==> src/rtl/axi_rr_arbiter_if.sv <==
// rtl/axi_rr_arbiter_if.sv - master-side and downstream AXI3 signal bundle for axi_rr_arbiter
interface axi_rr_arbiter_if #(
    parameter int N_RD = 2,
    parameter int N_WR = 2
);
    // read masters (master i at slice i)
    logic [N_RD-1:0][31:0] m_araddr;
    logic [N_RD-1:0][7:0]  m_arlen;
    logic [N_RD-1:0]       m_arvalid;
    logic [N_RD-1:0]       m_arready;
    logic [N_RD-1:0]       m_rvalid;
    logic [N_RD-1:0]       m_rlast;
    logic [N_RD-1:0][31:0] m_rdata;
    logic [N_RD-1:0]       m_rready;

    // write masters (master i at slice i)
    logic [N_WR-1:0][31:0] m_awaddr;
    logic [N_WR-1:0][7:0]  m_awlen;
    logic [N_WR-1:0][2:0]  m_awsize;
    logic [N_WR-1:0]       m_awvalid;
    logic [N_WR-1:0][31:0] m_wdata;
    logic [N_WR-1:0][3:0]  m_wstrb;
    logic [N_WR-1:0]       m_wlast;
    logic [N_WR-1:0]       m_wvalid;
    logic [N_WR-1:0]       m_awready;
    logic [N_WR-1:0]       m_wready;
    logic [N_WR-1:0]       m_bvalid;
    logic [N_WR-1:0]       m_bready;

    // downstream AXI3 port
    logic [3:0]  arid;
    logic [31:0] araddr;
    logic [7:0]  arlen;
    logic [2:0]  arsize;
    logic [1:0]  arburst;
    logic        arvalid;
    logic        arready;
    logic [3:0]  rid;
    logic [31:0] rdata;
    logic        rlast;
    logic        rvalid;
    logic        rready;
    logic [3:0]  awid;
    logic [31:0] awaddr;
    logic [7:0]  awlen;
    logic [2:0]  awsize;
    logic [1:0]  awburst;
    logic        awvalid;
    logic        awready;
    logic [3:0]  wid;
    logic [31:0] wdata;
    logic [3:0]  wstrb;
    logic        wlast;
    logic        wvalid;
    logic        wready;
    logic [3:0]  bid;
    logic        bvalid;
    logic        bready;

    // arbiter side
    modport slave (
        input  m_araddr, m_arlen, m_arvalid, m_rready,
        input  m_awaddr, m_awlen, m_awsize, m_awvalid,
        input  m_wdata, m_wstrb, m_wlast, m_wvalid, m_bready,
        output m_arready, m_rvalid, m_rlast, m_rdata,
        output m_awready, m_wready, m_bvalid,
        output arid, araddr, arlen, arsize, arburst, arvalid,
        input  arready,
        input  rid, rdata, rlast, rvalid,
        output rready,
        output awid, awaddr, awlen, awsize, awburst, awvalid,
        input  awready,
        output wid, wdata, wstrb, wlast, wvalid,
        input  wready,
        input  bid, bvalid,
        output bready
    );

    // environment side (masters plus downstream slave)
    modport master (
        output m_araddr, m_arlen, m_arvalid, m_rready,
        output m_awaddr, m_awlen, m_awsize, m_awvalid,
        output m_wdata, m_wstrb, m_wlast, m_wvalid, m_bready,
        input  m_arready, m_rvalid, m_rlast, m_rdata,
        input  m_awready, m_wready, m_bvalid,
        input  arid, araddr, arlen, arsize, arburst, arvalid,
        output arready,
        output rid, rdata, rlast, rvalid,
        input  rready,
        input  awid, awaddr, awlen, awsize, awburst, awvalid,
        output awready,
        input  wid, wdata, wstrb, wlast, wvalid,
        output wready,
        output bid, bvalid,
        input  bready
    );
endinterface

==> src/rtl/axi_rr_arbiter.sv <==
// rtl/axi_rr_arbiter.sv - N-to-1 AXI3 read/write arbiter; ARB_RR_EN selects round-robin over fixed priority
module axi_rr_arbiter #(
    parameter int N_RD = 2,
    parameter int N_WR = 2
) (
    input  logic            clk,
    input  logic            rst,
    axi_rr_arbiter_if.slave bus
);
    localparam int RD_IW = (N_RD > 1) ? $clog2(N_RD) : 1;
    localparam int WR_IW = (N_WR > 1) ? $clog2(N_WR) : 1;

    typedef enum logic {AR_IDLE, AR_BUSY} ar_state_t;
    typedef enum logic [1:0] {W_IDLE, W_ADDR, W_DATA, W_RESP} w_state_t;

    ar_state_t        r_ar_state;
    ar_state_t        w_ar_next;
    logic [RD_IW-1:0] r_ar_gnt;
    logic [RD_IW-1:0] w_ar_pick;
    logic             w_ar_hs;

    w_state_t         r_w_state;
    w_state_t         w_w_next;
    logic [WR_IW-1:0] r_w_gnt;
    logic [WR_IW-1:0] w_w_pick;
    logic             w_b_hs;

    logic             w_unused_bid;

`ifdef ARB_RR_EN
    // next index to favour; a winner moves it to the index just past itself
    logic [RD_IW-1:0] r_rd_ptr;
    logic [WR_IW-1:0] r_wr_ptr;
`endif

    assign w_unused_bid = ^bus.bid;

    assign w_ar_hs = (r_ar_state == AR_BUSY) && bus.arready;
    assign w_b_hs  = (r_w_state == W_RESP) && bus.bvalid && bus.m_bready[r_w_gnt];

    assign bus.arsize  = 3'b010;
    assign bus.arburst = 2'b01;
    assign bus.awburst = 2'b01;
    assign bus.m_rdata = {N_RD{bus.rdata}};

    // Read winner: lowest requester overall, overridden by the lowest at/after the pointer
    always_comb begin
        w_ar_pick = '0;
        for (int i = N_RD - 1; i >= 0; i--) begin
            if (bus.m_arvalid[i]) w_ar_pick = RD_IW'(i);
        end
`ifdef ARB_RR_EN
        for (int i = N_RD - 1; i >= 0; i--) begin
            if (bus.m_arvalid[i] && (RD_IW'(i) >= r_rd_ptr)) w_ar_pick = RD_IW'(i);
        end
`endif
    end

    // Write winner: same rule over the AW requests
    always_comb begin
        w_w_pick = '0;
        for (int i = N_WR - 1; i >= 0; i--) begin
            if (bus.m_awvalid[i]) w_w_pick = WR_IW'(i);
        end
`ifdef ARB_RR_EN
        for (int i = N_WR - 1; i >= 0; i--) begin
            if (bus.m_awvalid[i] && (WR_IW'(i) >= r_wr_ptr)) w_w_pick = WR_IW'(i);
        end
`endif
    end

    // Read FSM state, grant latch and pointer
    always_ff @(posedge clk or posedge rst) begin
        if (rst) begin
            r_ar_state <= AR_IDLE;
            r_ar_gnt   <= '0;
`ifdef ARB_RR_EN
            r_rd_ptr   <= '0;
`endif
        end else begin
            r_ar_state <= w_ar_next;
            if ((r_ar_state == AR_IDLE) && (|bus.m_arvalid)) r_ar_gnt <= w_ar_pick;
`ifdef ARB_RR_EN
            if (w_ar_hs) r_rd_ptr <= (r_ar_gnt == RD_IW'(N_RD - 1)) ? '0 : r_ar_gnt + RD_IW'(1);
`endif
        end
    end

    // Read FSM next state and AR forwarding of the granted master
    always_comb begin
        w_ar_next     = r_ar_state;
        bus.arvalid   = 1'b0;
        bus.arid      = 4'(r_ar_gnt);
        bus.araddr    = bus.m_araddr[r_ar_gnt];
        bus.arlen     = bus.m_arlen[r_ar_gnt];
        bus.m_arready = '0;
        case (r_ar_state)
            AR_IDLE: begin
                if (|bus.m_arvalid) w_ar_next = AR_BUSY;
            end
            AR_BUSY: begin
                bus.arvalid = 1'b1;
                bus.m_arready[r_ar_gnt] = bus.arready;
                if (w_ar_hs) w_ar_next = AR_IDLE;
            end
            default: w_ar_next = AR_IDLE;
        endcase
    end

    // R routing by rid; ids with no master behind them are drained
    always_comb begin
        bus.rready   = 1'b1;
        bus.m_rvalid = '0;
        bus.m_rlast  = '0;
        for (int i = 0; i < N_RD; i++) begin
            if (bus.rid == 4'(i)) begin
                bus.m_rvalid[i] = bus.rvalid;
                bus.m_rlast[i]  = bus.rlast;
                bus.rready      = bus.m_rready[i];
            end
        end
    end

    // Write FSM state, grant latch and pointer
    always_ff @(posedge clk or posedge rst) begin
        if (rst) begin
            r_w_state <= W_IDLE;
            r_w_gnt   <= '0;
`ifdef ARB_RR_EN
            r_wr_ptr  <= '0;
`endif
        end else begin
            r_w_state <= w_w_next;
            if ((r_w_state == W_IDLE) && (|bus.m_awvalid)) r_w_gnt <= w_w_pick;
`ifdef ARB_RR_EN
            if (w_b_hs) r_wr_ptr <= (r_w_gnt == WR_IW'(N_WR - 1)) ? '0 : r_w_gnt + WR_IW'(1);
`endif
        end
    end

    // Write FSM next state; the grant owns AW, W and B until its response completes
    always_comb begin
        w_w_next      = r_w_state;
        bus.awvalid   = 1'b0;
        bus.awid      = 4'(r_w_gnt);
        bus.awaddr    = bus.m_awaddr[r_w_gnt];
        bus.awlen     = bus.m_awlen[r_w_gnt];
        bus.awsize    = bus.m_awsize[r_w_gnt];
        bus.wid       = 4'(r_w_gnt);
        bus.wdata     = bus.m_wdata[r_w_gnt];
        bus.wstrb     = bus.m_wstrb[r_w_gnt];
        bus.wlast     = bus.m_wlast[r_w_gnt];
        bus.wvalid    = 1'b0;
        bus.bready    = 1'b0;
        bus.m_awready = '0;
        bus.m_wready  = '0;
        bus.m_bvalid  = '0;
        case (r_w_state)
            W_IDLE: begin
                if (|bus.m_awvalid) w_w_next = W_ADDR;
            end
            W_ADDR: begin
                bus.awvalid = bus.m_awvalid[r_w_gnt];
                bus.m_awready[r_w_gnt] = bus.awready;
                if (bus.m_awvalid[r_w_gnt] && bus.awready) w_w_next = W_DATA;
            end
            W_DATA: begin
                bus.wvalid = bus.m_wvalid[r_w_gnt];
                bus.m_wready[r_w_gnt] = bus.wready;
                if (bus.m_wvalid[r_w_gnt] && bus.wready && bus.m_wlast[r_w_gnt]) w_w_next = W_RESP;
            end
            W_RESP: begin
                bus.bready = bus.m_bready[r_w_gnt];
                bus.m_bvalid[r_w_gnt] = bus.bvalid;
                if (w_b_hs) w_w_next = W_IDLE;
            end
            default: w_w_next = W_IDLE;
        endcase
    end
endmodule

==> src/flat_wrapper.sv <==
// flat-port wrapper written by rule: the top's interface ports become plain ports
module axi_rr_arbiter_flat 
#(
    parameter int N_RD = 2,
    parameter int N_WR = 2
)
  (clk, rst, bus_m_araddr, bus_m_arlen, bus_m_arvalid, bus_m_rready, bus_m_awaddr, bus_m_awlen, bus_m_awsize, bus_m_awvalid, bus_m_wdata, bus_m_wstrb, bus_m_wlast, bus_m_wvalid, bus_m_bready, bus_m_arready, bus_m_rvalid, bus_m_rlast, bus_m_rdata, bus_m_awready, bus_m_wready, bus_m_bvalid, bus_arid, bus_araddr, bus_arlen, bus_arsize, bus_arburst, bus_arvalid, bus_arready, bus_rid, bus_rdata, bus_rlast, bus_rvalid, bus_rready, bus_awid, bus_awaddr, bus_awlen, bus_awsize, bus_awburst, bus_awvalid, bus_awready, bus_wid, bus_wdata, bus_wstrb, bus_wlast, bus_wvalid, bus_wready, bus_bid, bus_bvalid, bus_bready);
  axi_rr_arbiter_if #(.N_RD(N_RD), .N_WR(N_WR)) bus_i ();
  input  logic clk;
  input  logic rst;
  input wire logic [$bits(bus_i.m_araddr)-1:0] bus_m_araddr;
  input wire logic [$bits(bus_i.m_arlen)-1:0] bus_m_arlen;
  input wire logic [$bits(bus_i.m_arvalid)-1:0] bus_m_arvalid;
  input wire logic [$bits(bus_i.m_rready)-1:0] bus_m_rready;
  input wire logic [$bits(bus_i.m_awaddr)-1:0] bus_m_awaddr;
  input wire logic [$bits(bus_i.m_awlen)-1:0] bus_m_awlen;
  input wire logic [$bits(bus_i.m_awsize)-1:0] bus_m_awsize;
  input wire logic [$bits(bus_i.m_awvalid)-1:0] bus_m_awvalid;
  input wire logic [$bits(bus_i.m_wdata)-1:0] bus_m_wdata;
  input wire logic [$bits(bus_i.m_wstrb)-1:0] bus_m_wstrb;
  input wire logic [$bits(bus_i.m_wlast)-1:0] bus_m_wlast;
  input wire logic [$bits(bus_i.m_wvalid)-1:0] bus_m_wvalid;
  input wire logic [$bits(bus_i.m_bready)-1:0] bus_m_bready;
  output wire logic [$bits(bus_i.m_arready)-1:0] bus_m_arready;
  output wire logic [$bits(bus_i.m_rvalid)-1:0] bus_m_rvalid;
  output wire logic [$bits(bus_i.m_rlast)-1:0] bus_m_rlast;
  output wire logic [$bits(bus_i.m_rdata)-1:0] bus_m_rdata;
  output wire logic [$bits(bus_i.m_awready)-1:0] bus_m_awready;
  output wire logic [$bits(bus_i.m_wready)-1:0] bus_m_wready;
  output wire logic [$bits(bus_i.m_bvalid)-1:0] bus_m_bvalid;
  output wire logic [$bits(bus_i.arid)-1:0] bus_arid;
  output wire logic [$bits(bus_i.araddr)-1:0] bus_araddr;
  output wire logic [$bits(bus_i.arlen)-1:0] bus_arlen;
  output wire logic [$bits(bus_i.arsize)-1:0] bus_arsize;
  output wire logic [$bits(bus_i.arburst)-1:0] bus_arburst;
  output wire logic [$bits(bus_i.arvalid)-1:0] bus_arvalid;
  input wire logic [$bits(bus_i.arready)-1:0] bus_arready;
  input wire logic [$bits(bus_i.rid)-1:0] bus_rid;
  input wire logic [$bits(bus_i.rdata)-1:0] bus_rdata;
  input wire logic [$bits(bus_i.rlast)-1:0] bus_rlast;
  input wire logic [$bits(bus_i.rvalid)-1:0] bus_rvalid;
  output wire logic [$bits(bus_i.rready)-1:0] bus_rready;
  output wire logic [$bits(bus_i.awid)-1:0] bus_awid;
  output wire logic [$bits(bus_i.awaddr)-1:0] bus_awaddr;
  output wire logic [$bits(bus_i.awlen)-1:0] bus_awlen;
  output wire logic [$bits(bus_i.awsize)-1:0] bus_awsize;
  output wire logic [$bits(bus_i.awburst)-1:0] bus_awburst;
  output wire logic [$bits(bus_i.awvalid)-1:0] bus_awvalid;
  input wire logic [$bits(bus_i.awready)-1:0] bus_awready;
  output wire logic [$bits(bus_i.wid)-1:0] bus_wid;
  output wire logic [$bits(bus_i.wdata)-1:0] bus_wdata;
  output wire logic [$bits(bus_i.wstrb)-1:0] bus_wstrb;
  output wire logic [$bits(bus_i.wlast)-1:0] bus_wlast;
  output wire logic [$bits(bus_i.wvalid)-1:0] bus_wvalid;
  input wire logic [$bits(bus_i.wready)-1:0] bus_wready;
  input wire logic [$bits(bus_i.bid)-1:0] bus_bid;
  input wire logic [$bits(bus_i.bvalid)-1:0] bus_bvalid;
  output wire logic [$bits(bus_i.bready)-1:0] bus_bready;
  assign bus_i.m_araddr = bus_m_araddr;
  assign bus_i.m_arlen = bus_m_arlen;
  assign bus_i.m_arvalid = bus_m_arvalid;
  assign bus_i.m_rready = bus_m_rready;
  assign bus_i.m_awaddr = bus_m_awaddr;
  assign bus_i.m_awlen = bus_m_awlen;
  assign bus_i.m_awsize = bus_m_awsize;
  assign bus_i.m_awvalid = bus_m_awvalid;
  assign bus_i.m_wdata = bus_m_wdata;
  assign bus_i.m_wstrb = bus_m_wstrb;
  assign bus_i.m_wlast = bus_m_wlast;
  assign bus_i.m_wvalid = bus_m_wvalid;
  assign bus_i.m_bready = bus_m_bready;
  assign bus_m_arready = bus_i.m_arready;
  assign bus_m_rvalid = bus_i.m_rvalid;
  assign bus_m_rlast = bus_i.m_rlast;
  assign bus_m_rdata = bus_i.m_rdata;
  assign bus_m_awready = bus_i.m_awready;
  assign bus_m_wready = bus_i.m_wready;
  assign bus_m_bvalid = bus_i.m_bvalid;
  assign bus_arid = bus_i.arid;
  assign bus_araddr = bus_i.araddr;
  assign bus_arlen = bus_i.arlen;
  assign bus_arsize = bus_i.arsize;
  assign bus_arburst = bus_i.arburst;
  assign bus_arvalid = bus_i.arvalid;
  assign bus_i.arready = bus_arready;
  assign bus_i.rid = bus_rid;
  assign bus_i.rdata = bus_rdata;
  assign bus_i.rlast = bus_rlast;
  assign bus_i.rvalid = bus_rvalid;
  assign bus_rready = bus_i.rready;
  assign bus_awid = bus_i.awid;
  assign bus_awaddr = bus_i.awaddr;
  assign bus_awlen = bus_i.awlen;
  assign bus_awsize = bus_i.awsize;
  assign bus_awburst = bus_i.awburst;
  assign bus_awvalid = bus_i.awvalid;
  assign bus_i.awready = bus_awready;
  assign bus_wid = bus_i.wid;
  assign bus_wdata = bus_i.wdata;
  assign bus_wstrb = bus_i.wstrb;
  assign bus_wlast = bus_i.wlast;
  assign bus_wvalid = bus_i.wvalid;
  assign bus_i.wready = bus_wready;
  assign bus_i.bid = bus_bid;
  assign bus_i.bvalid = bus_bvalid;
  assign bus_bready = bus_i.bready;
  axi_rr_arbiter #(.N_RD(N_RD), .N_WR(N_WR)) u_core (.clk(clk), .rst(rst), .bus(bus_i));
endmodule
==> config.mk <==
export PLATFORM = sky130hd
export DESIGN_NAME = axi_rr_arbiter_flat
export DESIGN_NICKNAME = d
export VERILOG_FILES = /design/src/rtl/axi_rr_arbiter_if.sv /design/src/rtl/axi_rr_arbiter.sv /design/src/flat_wrapper.sv
export SDC_FILE = /design/constraint.sdc
export NUM_CORES = 1
export LEC_CHECK = 0
export CAP_MARGIN = 20
export CORE_AREA = 10 10 191 193
export DETAILED_ROUTE_END_ITERATION = 8
export DIE_AREA = 0 0 201 203
export PLACE_DENSITY = 0.5
export SYNTH_ARGS = -nofsm -noshare
export SYNTH_HDL_FRONTEND = slang
export SYNTH_SLANG_ARGS = --single-unit
==> constraint.sdc <==
create_clock -name clk -period 1.65 [get_ports clk]
set_clock_uncertainty 0.05 [all_clocks]
set_input_delay 0.495 -clock clk [delete_from_list [all_inputs] [get_ports clk]]
set_output_delay 0.495 -clock clk [all_outputs]
set_load 0.02 [all_outputs]
* Word-level counts from Yosys, hierarchy flattened
Cells that the tools add are included.
Word-level totals: word-level logic and storage cells 88, input bits 298, RAM bits 0, bits in read-only memories 0, memories 0, output and inout bits 220, bits in latches 0, register bits after elaboration 5
Cells by class: divide/modulo/power cells 0, shift operators 0, reductions and logical operators 15, bitwise gates (word level) 5, muxes and demuxes 52, equal/unequal tests 8, add/sub/neg operators 0, multiply operators 0, $lt $le $gt $ge 4
Operators with widths (number):
- $mux 32 | 6
- $mux 8 | 4
- $mux 1 | 26
- $mux 2 | 8
- $logic_and 1x1->1 | 10
- $and 2x2->2 | 4
- $mux 4 | 2
- $pmux 2 s4 | 1
- $mux 3 | 2
- $ne 2x1->1 const B | 3
- $eq 2x2->1 const B | 2
- $eq 4x1->1 const B | 1
- $logic_not 4->1 | 1
- $lt 1x2->1 const B | 2
- $reduce_and 4->1 | 1
- $reduce_or 2->1 | 2
- $demux 1 s1 | 2
- $eq 2x1->1 const B | 1
- $ge 1x1->1 const B | 2
- $logic_not 2->1 | 1
- $ne 2x2->1 const B | 1
- $pmux 1 s2 | 1
- $not 1->1 | 1

* Depth between registers and ports, before layout
Gate-level depths: netlist (run 1).
depth in word-level cells 6, depth in mapped cells 6, gate-level depth less buffers 6

* Worst setup path before layout (run 1)
No wires, ideal clock.
path type register to output, from register u_core.r_w_gnt, to output port bus_awaddr[28], path slack -0.115 ns, data required time 1.105 ns, cell stages (with the launch flop) 5, data arrival time 1.220 ns, buffers on the path 3, cell sequence dfrtp_1 > buf_6 > buf_6 > buf_4 > mux2_2
Between the ends: word-level cells in the longest chain between the ends 2
Ends and longest elaborated chain:
- from (decl) | line axi_rr_arbiter.sv:24 | logic [WR_IW-1:0] r_w_gnt;
- from (signal assigned) | line axi_rr_arbiter.sv:134 | if ((r_w_state == W_IDLE) && (|bus.m_awvalid)) r_w_gnt <= w_w_pick;
- $mux 32 (not written as such) (2 in series) | line axi_rr_arbiter.sv:146 | bus.awaddr = bus.m_awaddr[r_w_gnt];
- to (decl) | line flat_wrapper.sv:44 | output wire logic [$bits(bus_i.awaddr)-1:0] bus_awaddr;
Every way passes these cells. The select of a mux whose other input is x is not followed.

* Worst setup path after layout (run 1)
from register u_core.r_w_gnt, to output port bus_awlen[2]
Between the ends: word-level cells in the longest chain between the ends 2
Ends and longest elaborated chain:
- $mux 8 (not written as such) (2 in series) | line axi_rr_arbiter.sv:147 | bus.awlen = bus.m_awlen[r_w_gnt];
- to (decl) | line flat_wrapper.sv:45 | output wire logic [$bits(bus_i.awlen)-1:0] bus_awlen;
Every way passes these cells. The select of a mux whose other input is x is not followed.

==> results of run 1 <==
## logic make-up after synthesis
kind of cell | Yosys count
buf+inv | 103
other cells | 2
compound gates | 9
mux | 125
simple gates | 32
flops | 5
fa+ha+maj | 4
## through the flow
| stage | setup TNS [ns] | utilization [%] | instance area (um2) | cells | hold slack (ns) |
|---|---|---|---|---|---|
| 6_report | -49.14 | 24.4 | 7900 | 1110 | 0.451 |
| 5_1_grt | -53.98 | 24.4 | 7900 | 1110 | 0.510 |
| 2_1_floorplan | -1.27 | - | 2840 | 294 | 0.224 |
| 4_1_cts | -55.25 | 23.3 | 7550 | 1100 | 0.468 |
| 3_3_place_gp | -82.22 | 21.3 | 6920 | 1063 | 0.528 |
| 3_5_place_dp | -82.36 | 21.3 | 6920 | 1063 | 0.539 |
## cell type report
type | count | area [um2]
Sequential cell | 5 | 130
Inverter | 5 | 18.8
Fill cell | 3499 | 24500
Clock buffer | 4 | 78.8
Multi-Input combinational cell | 186 | 2250
Tap cell | 442 | 553
Timing Repair Buffer | 468 | 4880
## power breakdown
part / internal (W) / total [W] / switching, W
clock network: 0.000321 / 0.000405 / 0.0000846
logic: 0.00480 / 0.00823 / 0.00342
registers: 0.000183 / 0.000295 / 0.000112
total: 0.00531 / 0.00893 / 0.00362
## per-layer routing
layer	GRT usage, %	wire length [um]
met1	10.2	7970
met2	17.9	11700
met3	2.42	1260
met4	1.70	131
met5	0	0
## path summary, 6_finish.rpt
| check | cells after the start | start | to | slack (ns) |
|---|---|---|---|---|
| worst max-delay path | 4 | u_core.r_w_gnt | bus_awlen[2] | -0.51 |
| worst min-delay path | 2 | rst | u_core.r_ar_state | 0.45 |
| worst max register to register | 8 | u_core.r_w_gnt | u_core.r_w_state[1] | -0.38 |
| worst min register to register | 1 | u_core.r_w_state[1] | u_core.r_w_state[1] | 0.54 |
| max in group asynchronous | 2 | rst | u_core.r_w_gnt | 0.86 |
| min in group clk | 1 | u_core.r_w_state[1] | u_core.r_w_state[1] | 0.54 |
## critical path, cell delays in order, from the launching register on
cell	delay [ns]
dfrtp_4	0.56
buf_12	0.20
buf_4	0.14
mux2_4	0.33
buf_6	0.14
## cells in the mapped netlist
| cell type | number | share of area, % |
|---|---|---|
| nand4_2 | 1 | 0.49 |
| o21ai_1 | 1 | 0.20 |
| nand4_1 | 1 | 0.25 |
| dfrtp_1 | 5 | 4.9 |
| a21oi_1 | 5 | 0.98 |
| buf_2 | 11 | 2.2 |
| inv_1 | 5 | 0.74 |
| nor2_1 | 7 | 1.0 |
| mux2i_1 | 4 | 1.6 |
| nor3_1 | 1 | 0.20 |
| ha_1 | 4 | 2.0 |
| nand3_1 | 1 | 0.20 |
| o31a_1 | 1 | 0.34 |
| nor2b_1 | 3 | 0.74 |
| o21ai_2 | 1 | 0.34 |
| and3_1 | 6 | 1.5 |
| and4_1 | 1 | 0.34 |
| nand4b_1 | 1 | 0.34 |
| conb_1 | 2 | 0.30 |
| mux2_2 | 120 | 53 |
| nand2_1 | 9 | 1.3 |
| a21o_1 | 1 | 0.30 |
| clkbuf_1 | 1 | 0.15 |
| mux2_4 | 1 | 0.59 |
| buf_4 | 84 | 25 |
| nand2b_1 | 1 | 0.25 |
| buf_6 | 2 | 0.89 |
## repair_timing
item	4_1_cts	5_1_grt
gates resized for setup	688	188
pin swaps	8	6
setup endpoints to repair	142	142
endpoints found under the hold margin	0	0
setup buffers	26	15
cloned	7	0
## sequential cells by signal, summed over array words and instances, names as in the netlist
| name | count |
|---|---|
| u_core.r_w_state | 2 |
| u_core.r_ar_gnt | 1 |
| u_core.r_w_gnt | 1 |
| u_core.r_ar_state | 1 |
==> results.ini, run 1 <==
[run_status]
status = finished with violations
violations = negative setup slack

[synth]
synthAdderAreaFrac_pct = 1.97
ys_seq_area_share_pct = 4.92
synth_mux_area_share_pct = 55.3
synth_top_family_by_area = multiplexers
netlist-cell-type-count = 27
yosys_register_bits = 5
synth-compound-area-share_pct = 2.16
yosys_warnings = 0
synthSimpleGateAreaFrac_pct = 6.64
synth_cells = 280
synthXorXnorAreaFrac_pct = 0
syn_avg_cell_area_um2 = 9.08
synth_area_um2 = 2540

[global_route]
grt_use_total_pct = 9.36
grt_overflow = 0
grt_pass1_wl_um = 28400
first_global_vias = 3775
grt_max_degree = 20
antenna_found_initial = 0

[worst_setup_path]
crit_path_start_kind = register
critical_path_class = reg -> out
crit_required_ns = 1.10
arrival_ns = 1.61
path_max_fanout = 19
endpoint_kind = output port

[routing]
wire_per_inst_um = 19.0
drc = 0
routed_wl_um = 21100
drt-initial-drc-count = 84
firstDrtPassIters = 4
ant_nets = 0
vias = 3459
routed_via_density = 3.12

[cells_and_area]
diodes = 0
nets = 971
final_common_cell = clkdlybuf4s50_1
drive_above_1_share_pct = 53.4
area_delta_synth_final_pct = 211
most-common-layout-cells = clkdlybuf4s50_1, buf_6, mux2_4, buf_4, buf_2

[clock_tree]
cts_tree = built
path_clk_slew_ns = 0.03
clock_path_buffers = 2
htree_levels = 1
worstSkewPairLatency_ns = 0.23
cts_made_buffers = 3
clock_sinks = 5
root_buffer = clkbuf_16
hold_buffers = 0

[place]
routabilityCongestion = 0.763
port-buffer-count = 401
dp_hpwl_um = 17900
place_ws_ns = -0.929

[floorplan]
die_h_um = 203
core-area_um2 = 32500
ios = 518
die_area_um2 = 40800
floorplan.initialDensity_pct = 7.84
die_w_um = 201
fp-row-count = 66

[power]
p_per_area_nw_per_um2 = 1130
p_total_w = 0.00893
p_leak_nw = 3.54
ir_worst_vdd_uv = 407

[run]
drv_cap = 0

[sta]
drv_slew = 0
period_share_pct = 131
rsz0062_at_grt = true
min_period_ns = 2.16
max_freq_ghz = 0.464
setup_viol = 141
setup_ws_ns = -0.506
hold_violations = 0

[min_path]
hold_class = in -> async

(Power assumes the default switching activity.)
==> inputs of run 2 (changes only) <==
Settings changed: CTS_CLUSTER_SIZE set to 30.
==> results of run 2 <==
Final layout, timing and power as in run 1 (identical DEF).
